## src/rtl/calc2_top.sv

```systemverilog
// calc2_top: four-port tagged 32-bit integer calculator.
//
// Each requester sends a command with operand 1 in one cycle and operand 2 in
// the next. A per-port capture FSM assembles the request and pushes it into a
// per-port FIFO. Each cycle, one shared add/sub unit and one shared shift unit
// each accept at most one FIFO head. Each unit arbitrates round-robin over the
// ports. Invalid commands skip both units but use the same pipeline slot. The
// result comes back on the requesting port with its tag echoed.
//
// Ports:
//   c_clk, reset         clock, asynchronous active-high reset
//   reqN_cmd_in  [3:0]   0 no-op, 1 add, 2 sub, 5 shl, 6 shr, others invalid
//   reqN_data_in [31:0]  operand 1 in the command cycle, operand 2 in the next
//   reqN_tag_in  [1:0]   tag, sampled in the command cycle
//   out_respN    [1:0]   0 idle, 1 success, 2 error
//   out_dataN    [31:0]  result (0 on error or idle)
//   out_tagN     [1:0]   tag of the completed request (0 when idle)
//   dbg_cap_state_o[3:0] bit N-1 set while port N's capture FSM is in OP2
//
// Handshake: there is no back-pressure. A command is accepted whenever the
// port FSM is in IDLE and cmd != 0. If the port FIFO is full when operand 2
// arrives, the request is dropped. A response is valid for one cycle while
// out_respN != 0.
module calc2_top #(
  parameter int QDEPTH = 4
) (
  input  logic        c_clk,
  input  logic        reset,
  input  logic [3:0]  req1_cmd_in,
  input  logic [31:0] req1_data_in,
  input  logic [1:0]  req1_tag_in,
  input  logic [3:0]  req2_cmd_in,
  input  logic [31:0] req2_data_in,
  input  logic [1:0]  req2_tag_in,
  input  logic [3:0]  req3_cmd_in,
  input  logic [31:0] req3_data_in,
  input  logic [1:0]  req3_tag_in,
  input  logic [3:0]  req4_cmd_in,
  input  logic [31:0] req4_data_in,
  input  logic [1:0]  req4_tag_in,
  output logic [1:0]  out_resp1,
  output logic [31:0] out_data1,
  output logic [1:0]  out_tag1,
  output logic [1:0]  out_resp2,
  output logic [31:0] out_data2,
  output logic [1:0]  out_tag2,
  output logic [1:0]  out_resp3,
  output logic [31:0] out_data3,
  output logic [1:0]  out_tag3,
  output logic [1:0]  out_resp4,
  output logic [31:0] out_data4,
  output logic [1:0]  out_tag4,
  output logic [3:0]  dbg_cap_state_o
);

  localparam int PW = (QDEPTH > 1) ? $clog2(QDEPTH) : 1;
  localparam int CW = $clog2(QDEPTH + 1);

  typedef enum logic {CAP_IDLE, CAP_OP2} cap_state_e;

  typedef struct packed {
    logic [3:0]  cmd;
    logic [1:0]  tag;
    logic [31:0] op1;
    logic [31:0] op2;
  } req_t;

  function automatic logic [PW-1:0] ptr_inc(input logic [PW-1:0] p);
    return (p == PW'(QDEPTH - 1)) ? '0 : p + 1'b1;
  endfunction

  // Per-port input bundles
  logic [3:0]  cmd_in  [4];
  logic [31:0] data_in [4];
  logic [1:0]  tag_in  [4];
  assign cmd_in[0] = req1_cmd_in;  assign data_in[0] = req1_data_in;  assign tag_in[0] = req1_tag_in;
  assign cmd_in[1] = req2_cmd_in;  assign data_in[1] = req2_data_in;  assign tag_in[1] = req2_tag_in;
  assign cmd_in[2] = req3_cmd_in;  assign data_in[2] = req3_data_in;  assign tag_in[2] = req3_tag_in;
  assign cmd_in[3] = req4_cmd_in;  assign data_in[3] = req4_data_in;  assign tag_in[3] = req4_tag_in;

  // ---------------- Capture FSM (three processes) ----------------
  cap_state_e  cap_state_q [4];
  cap_state_e  cap_state_d [4];
  logic [3:0]  load_op1, push;
  logic [3:0]  cap_cmd_q [4];
  logic [1:0]  cap_tag_q [4];
  logic [31:0] cap_op1_q [4];

  always_ff @(posedge c_clk or posedge reset) begin
    if (reset) begin
      for (int i = 0; i < 4; i++) cap_state_q[i] <= CAP_IDLE;
    end else begin
      for (int i = 0; i < 4; i++) cap_state_q[i] <= cap_state_d[i];
    end
  end

  always_comb begin
    for (int i = 0; i < 4; i++) begin
      cap_state_d[i] = cap_state_q[i];
      case (cap_state_q[i])
        CAP_IDLE: if (cmd_in[i] != 4'd0) cap_state_d[i] = CAP_OP2;
        CAP_OP2:  cap_state_d[i] = CAP_IDLE;
        default:  cap_state_d[i] = CAP_IDLE;
      endcase
    end
  end

  always_comb begin
    load_op1 = '0;
    push     = '0;
    for (int i = 0; i < 4; i++) begin
      load_op1[i]        = (cap_state_q[i] == CAP_IDLE) && (cmd_in[i] != 4'd0);
      push[i]            = (cap_state_q[i] == CAP_OP2);
      dbg_cap_state_o[i] = (cap_state_q[i] == CAP_OP2);
    end
  end

  always_ff @(posedge c_clk or posedge reset) begin
    if (reset) begin
      for (int i = 0; i < 4; i++) begin
        cap_cmd_q[i] <= '0;
        cap_tag_q[i] <= '0;
        cap_op1_q[i] <= '0;
      end
    end else begin
      for (int i = 0; i < 4; i++) begin
        if (load_op1[i]) begin
          cap_cmd_q[i] <= cmd_in[i];
          cap_tag_q[i] <= tag_in[i];
          cap_op1_q[i] <= data_in[i];
        end
      end
    end
  end

  // ---------------- Per-port FIFOs ----------------
  req_t          fifo_mem_q [4][QDEPTH];
  logic [PW-1:0] wr_ptr_q [4];
  logic [PW-1:0] rd_ptr_q [4];
  logic [CW-1:0] count_q  [4];
  logic [3:0]    push_ok, pop;
  req_t          head [4];

  always_comb begin
    for (int i = 0; i < 4; i++) begin
      // A full FIFO drops the new request even if the head pops this cycle.
      push_ok[i] = push[i] && (count_q[i] < CW'(QDEPTH));
      head[i]    = fifo_mem_q[i][rd_ptr_q[i]];
    end
  end

  always_ff @(posedge c_clk) begin
    for (int i = 0; i < 4; i++) begin
      if (push_ok[i])
        fifo_mem_q[i][wr_ptr_q[i]] <= '{cmd: cap_cmd_q[i], tag: cap_tag_q[i],
                                        op1: cap_op1_q[i], op2: data_in[i]};
    end
  end

  always_ff @(posedge c_clk or posedge reset) begin
    if (reset) begin
      for (int i = 0; i < 4; i++) begin
        wr_ptr_q[i] <= '0;
        rd_ptr_q[i] <= '0;
        count_q[i]  <= '0;
      end
    end else begin
      for (int i = 0; i < 4; i++) begin
        if (push_ok[i]) wr_ptr_q[i] <= ptr_inc(wr_ptr_q[i]);
        if (pop[i])     rd_ptr_q[i] <= ptr_inc(rd_ptr_q[i]);
        count_q[i] <= count_q[i] + CW'(push_ok[i]) - CW'(pop[i]);
      end
    end
  end

  // ---------------- Dispatch ----------------
  logic [3:0] as_req, sh_req, inv_req;
  logic [1:0] as_ptr_q, sh_ptr_q;
  logic       as_gnt, sh_gnt;
  logic [1:0] as_idx, sh_idx;

  always_comb begin
    for (int i = 0; i < 4; i++) begin
      as_req[i]  = (count_q[i] != '0) && (head[i].cmd == 4'd1 || head[i].cmd == 4'd2);
      sh_req[i]  = (count_q[i] != '0) && (head[i].cmd == 4'd5 || head[i].cmd == 4'd6);
      inv_req[i] = (count_q[i] != '0) && !as_req[i] && !sh_req[i];
    end
  end

  // Round-robin: scan from the pointer downward in priority so the first
  // requester at or after the pointer wins.
  always_comb begin
    logic [1:0] idx;
    idx    = '0;
    as_gnt = 1'b0;
    as_idx = '0;
    sh_gnt = 1'b0;
    sh_idx = '0;
    for (int k = 3; k >= 0; k--) begin
      idx = as_ptr_q + 2'(k);
      if (as_req[idx]) begin as_gnt = 1'b1; as_idx = idx; end
      idx = sh_ptr_q + 2'(k);
      if (sh_req[idx]) begin sh_gnt = 1'b1; sh_idx = idx; end
    end
  end

  always_comb begin
    for (int i = 0; i < 4; i++)
      pop[i] = inv_req[i] || (as_gnt && as_idx == 2'(i)) || (sh_gnt && sh_idx == 2'(i));
  end

  // ---------------- Execute stage registers ----------------
  logic        as_vld_q, as_sub_q, sh_vld_q, sh_right_q;
  logic [1:0]  as_port_q, as_tag_q, sh_port_q, sh_tag_q;
  logic [31:0] as_op1_q, as_op2_q, sh_op1_q;
  logic [4:0]  sh_amt_q;
  logic [3:0]  inv_vld_q;
  logic [1:0]  inv_tag_q [4];

  always_ff @(posedge c_clk or posedge reset) begin
    if (reset) begin
      as_ptr_q <= '0;  sh_ptr_q <= '0;
      as_vld_q <= 1'b0; as_sub_q <= 1'b0; as_port_q <= '0; as_tag_q <= '0;
      as_op1_q <= '0;  as_op2_q <= '0;
      sh_vld_q <= 1'b0; sh_right_q <= 1'b0; sh_port_q <= '0; sh_tag_q <= '0;
      sh_op1_q <= '0;  sh_amt_q <= '0;
      inv_vld_q <= '0;
      for (int i = 0; i < 4; i++) inv_tag_q[i] <= '0;
    end else begin
      as_vld_q <= as_gnt;
      if (as_gnt) begin
        as_ptr_q  <= as_idx + 2'd1;
        as_port_q <= as_idx;
        as_sub_q  <= (head[as_idx].cmd == 4'd2);
        as_tag_q  <= head[as_idx].tag;
        as_op1_q  <= head[as_idx].op1;
        as_op2_q  <= head[as_idx].op2;
      end
      sh_vld_q <= sh_gnt;
      if (sh_gnt) begin
        sh_ptr_q   <= sh_idx + 2'd1;
        sh_port_q  <= sh_idx;
        sh_right_q <= (head[sh_idx].cmd == 4'd6);
        sh_tag_q   <= head[sh_idx].tag;
        sh_op1_q   <= head[sh_idx].op1;
        sh_amt_q   <= head[sh_idx].op2[4:0];
      end
      inv_vld_q <= inv_req;
      for (int i = 0; i < 4; i++) inv_tag_q[i] <= head[i].tag;
    end
  end

  // ---------------- Arithmetic ----------------
  logic        as_carry, as_err;
  logic [31:0] as_sum, as_res, sh_res;

  always_comb begin
    {as_carry, as_sum} = {1'b0, as_op1_q} + {1'b0, as_op2_q};
    as_err = as_sub_q ? (as_op2_q > as_op1_q) : as_carry;
    as_res = as_err ? 32'd0 : (as_sub_q ? (as_op1_q - as_op2_q) : as_sum);
    sh_res = sh_right_q ? (sh_op1_q >> sh_amt_q) : (sh_op1_q << sh_amt_q);
  end

  // ---------------- Response registers ----------------
  // Each port pops at most one head per cycle, so at most one of the three
  // sources below targets any given port in the same cycle.
  logic [1:0]  resp_q [4], resp_d [4], rtag_q [4], rtag_d [4];
  logic [31:0] rdata_q [4], rdata_d [4];

  always_comb begin
    for (int i = 0; i < 4; i++) begin
      resp_d[i]  = 2'd0;
      rdata_d[i] = 32'd0;
      rtag_d[i]  = 2'd0;
      if (inv_vld_q[i]) begin
        resp_d[i] = 2'd2;
        rtag_d[i] = inv_tag_q[i];
      end
    end
    if (as_vld_q) begin
      resp_d[as_port_q]  = as_err ? 2'd2 : 2'd1;
      rdata_d[as_port_q] = as_res;
      rtag_d[as_port_q]  = as_tag_q;
    end
    if (sh_vld_q) begin
      resp_d[sh_port_q]  = 2'd1;
      rdata_d[sh_port_q] = sh_res;
      rtag_d[sh_port_q]  = sh_tag_q;
    end
  end

  always_ff @(posedge c_clk or posedge reset) begin
    if (reset) begin
      for (int i = 0; i < 4; i++) begin
        resp_q[i] <= '0; rdata_q[i] <= '0; rtag_q[i] <= '0;
      end
    end else begin
      for (int i = 0; i < 4; i++) begin
        resp_q[i] <= resp_d[i]; rdata_q[i] <= rdata_d[i]; rtag_q[i] <= rtag_d[i];
      end
    end
  end

  assign out_resp1 = resp_q[0]; assign out_data1 = rdata_q[0]; assign out_tag1 = rtag_q[0];
  assign out_resp2 = resp_q[1]; assign out_data2 = rdata_q[1]; assign out_tag2 = rtag_q[1];
  assign out_resp3 = resp_q[2]; assign out_data3 = rdata_q[2]; assign out_tag3 = rtag_q[2];
  assign out_resp4 = resp_q[3]; assign out_data4 = rdata_q[3]; assign out_tag4 = rtag_q[3];

endmodule

```

## config.mk

```make
export PLATFORM = sky130hd
export DESIGN_NAME = calc2_top
export DESIGN_NICKNAME = d
export VERILOG_FILES = /design/src/rtl/calc2_top.sv
export SDC_FILE = /design/constraint.sdc
export NUM_CORES = 2
export LEC_CHECK = 0
export BUFFER_PORTS_ARGS = -buffer_cell sky130_fd_sc_hd__buf_2
export CAP_MARGIN = 20
export CORE_MARGIN = 3
export CORE_UTILIZATION = 56
export DETAILED_ROUTE_END_ITERATION = 10
export PLACE_DENSITY = 0.87
export SYNTH_ARGS = -nofsm -noshare
export SYNTH_HDL_FRONTEND = slang
export SYNTH_SLANG_ARGS = --single-unit
```

## constraint.sdc

```tcl
create_clock -name c_clk -period 12.6 [get_ports c_clk]
set_input_delay 0.63 -clock c_clk [delete_from_list [all_inputs] [get_ports c_clk]]
set_output_delay 0.63 -clock c_clk [all_outputs]
set_load 0.005 [all_outputs]
```

==> results.txt <==
----------------------------------------------------
[Synthesis]
  Cell count after synthesis ... 4,096
  Dominant synthesized flop cell ... edfxtp_1
  Cell area after technology mapping ... ~0.067 sq mm
  Number of enable flip-flop cells after synthesis ... 1,120
  Yosys warning count ... 0
  Synthesized net count ... 4,348
  Post-synth ARST share ... 28.98%
  Unique cell type count in the Yosys netlist ... 95
  Avg Cell Area, Syn ... about 16 sq um
  Fraction of the yosys area taken by sequential cells ... 67.26%
  #FFs+latches synth ... between 1,500 and 2,000

[CTS]
  CTS Hold Buffers Added ... 1
  Clock latency on the worst-skew pair ... approximately 800 ps
  Clk Tree Root Cell ... clkbuf_16
  # resized after CTS ... 0
  Number of clock sinks ... approximately 1,600
  Clock H-tree levels ... 4
  CTS Buf Count ... roughly 150
  Post-CTS setup repair buffer count ... 0
  Clock tree from TritonCTS ... done
  Clock transition at the registers of the reported paths ... about 70 ps
  CTS max path bufs ... 3

[Worst setup path]
  Data arrival at the endpoint of the critical path ... 6660 ps
  Kind of cell adding the most delay to the critical path ... simple AND/OR/NAND/NOR gates
  Slowest stage delay, CP ... 1010 ps
  Worst path cell trace ... mux4_2, or3_1, nor2_1, a21oi_1, o21ai_4, nand2b_2, nand3b_1, ha_1, inv_1, ha_1, fa_1, xnor2_1, xnor2_1
  Register-to-register setup slack ... between 6000 and 7000 ps
  Required @ worst endpoint ... between 10,000 and 15,000 ps
  Endpoint type of the worst setup path ... register
  Origin of the worst setup path ... rd_ptr_q[2]
  Reg2Reg Capture Point ... count_q[11]
  Crit-path max FO ... 42
  Depth of the worst register-to-register path ... 13
  Critical path startpoint category ... register
  CP max-delay cell ... dfrtp_4
  Count of buffering cells on the critical path with inverters included ... 1
  Category of the most critical setup path ... reg -> reg
  Worst r2r src ... rd_ptr_q[2]

[Route]
  Final wirelength ... between 200,000 and 250,000 microns
  Remaining routing DRC violations ... 0
  Mean routed wirelength per cell ... 34.38 microns
  Detail-routed via count per cell ... a little under 7
  First-pass DRT Iterations ... 9
  Iter 0 DRT Violations ... ~6,500
  Via total after detailed routing ... 41,781
  DRT antenna net count ... 0

[Layout]
  Final nets ... 4,611
  Most frequent standard cell in the layout excluding fill and tap cells ... edfxtp_1
  Fraction of layout cells with a size suffix above 1 ... between 20% and 30%
  Highest-count cells in the layout ignoring fill and taps ... edfxtp_1, dfrtp_1, mux4_2
  Layout area overhead ... 12.02%

[Floorplan]
  Core Box Area ... around 0.12 sq mm
  Starting Density ... between 50% and 60%
  X dimension of the die ... 351.9 microns
  Number of primary I/O pins ... roughly 300
  Die area ... 0.1238 sq mm
  Die Span Y ... around 350 microns
  Row cnt ... 126

[Timing]
  Final Hold Fails ... 0
  Setup violations, final ... 0
  RSZ-0062 raised after global routing ... false
  Final-layout setup total negative slack ... 0 ps
  Minimum clock period ... 5967 ps
  Share of the clock period used by the worst path after layout ... 47.36%
  Max_slew headroom ... between 20% and 30%
  Max-slew violation total from the final report ... 0
  Slew at the pin closest to its max-slew limit ... 1163 ps
  Layout Skew ... 32.82 ps
  Fmax ... around 0.17 GHz

[Place]
  Routability Congestion ... around 0.96
  DPL Wire Length ... ~130,000 microns
  Number of port buffers ... between 300 and 400

[Global routing]
  Largest net degree at the start of global routing ... 133
  Remaining global-route overflow ... 0
  Number of global-route vias before repair ... about 42,000
  GRT Overall Usage ... 33.81%
  Number of antenna violations at the first check in global routing ... 31
  Global-route wire length before repair ... 301,000 microns

[Job]
  Reported max-cap violation count ... 0

[Outcome]
  Status ... finished, final reports clean

[Worst hold path]
  Worst Hold Depth ... 1
  Min-Delay Startpoint ... req3_data_in[18]
  Worst hold path endpoint ... fifo_mem_q[2][228]
  Hold WC Path Type ... in -> reg

----------------------------------------------------
[Yosys cell counts (12+ instances only)]
cell type / n / area [sq um]
a211oi_1: 74 / 555.5
a21o_1: 34 / 255.2
a21oi_1: 131 / 655.6
a221oi_1: 13 / 113.9
a22o_1: 20 / 175.2
a31oi_1: 20 / 125.1
and2_1: 19 / 118.9
and3_1: 41 / 256.5
buf_1: 28 / 105.1
buf_2: 32 / 160.2
buf_4: 18 / 135.1
clkbuf_1: 158 / 593.1
dfrtp_1: 457 / 11440
edfxtp_1: 1120 / 33630
ha_1: 92 / 1151
inv_1: 96 / 360.4
mux2_2: 196 / 2207
mux2i_1: 137 / 1371
mux4_2: 333 / 7500
nand2_1: 187 / 701.9
nand3_1: 30 / 150.1
nor2_1: 250 / 938.4
nor2b_1: 16 / 100.1
nor3_1: 32 / 160.2
nor4_1: 12 / 75.07
o21ai_0: 123 / 615.6
o21bai_1: 12 / 90.09
o22ai_1: 170 / 1064
or3_1: 13 / 81.33
xnor2_1: 30 / 262.8
[worst max-delay path by stage]
stage	end	cells past startpoint
global placement	count_q[11]	13
floorplan	as_op1_q[0]	1
finish	count_q[11]	13
CTS	count_q[11]	13
detailed placement	count_q[11]	13
global route	count_q[11]	13
[cell families (layout without fill, tap and decap cells)]
family	Yosys count	after routing	synth area share [%]
DFF	1577	1577	67.26
xor gates and xnor gates	41	41	0.5695
other	0	18	0
AOI/OAI and AO/OA	705	705	6.877
and+or+nand+nor	658	658	4.597
muxes	670	670	16.60
adders and majority gates	98	98	1.897
buffers and inverters	347	739	2.205
[through the flow]
step | instance area, sq um | hold slack, ps | utilization (%) | cells | setup WS, ps
floorplan | 67010 | 470.0 | - | 4096 | 5787
global placement | 69950 | 460.1 | 59.08 | 5803 | 7074
detailed placement | 69950 | 464.0 | 59.08 | 5803 | 6966
CTS | 74990 | 30.24 | 63.34 | 6087 | 6755
global route | 75040 | 53.28 | 63.38 | 6098 | 6445
finish | 75060 | 65.71 | 63.40 | 6106 | 6633
[layer usage]
layer	part of all wire [%]	wire [microns]	global-route usage [%]	vias up
met1	33	69550	40.98	20954
met2	46	95620	50.86	3360
li1	-	-	-	16605
met3	12	26140	11.90	844
met4	8.8	18450	23.77	18
met5	0.071	149	0.6154	-
[cell type report]
cell class / instances / area (sq um)
multi-input combinational: 2172 / 20560
clock inverter: 62 / 764.5
fill: 7802 / 43330
inverter: 101 / 382.9
tap: 1600 / 2002
clock buffer: 221 / 4265
antenna: 18 / 45.04
sequential: 1577 / 45090
timing repair buffer: 355 / 1947
[flip-flops by register name (all words and copies together), names as in the netlist, 32 cells and up]
signal and flops:
as_op1_q 32, out_data4 32, as_op2_q 32, fifo_mem_q 1120, out_data2 32, cap_op1_q 128, out_data3 32, sh_op1_q 32
out_data1 32
Power is not shown: default switching activity piles up to over one toggle a cycle in this logic, so the estimate is an artifact.
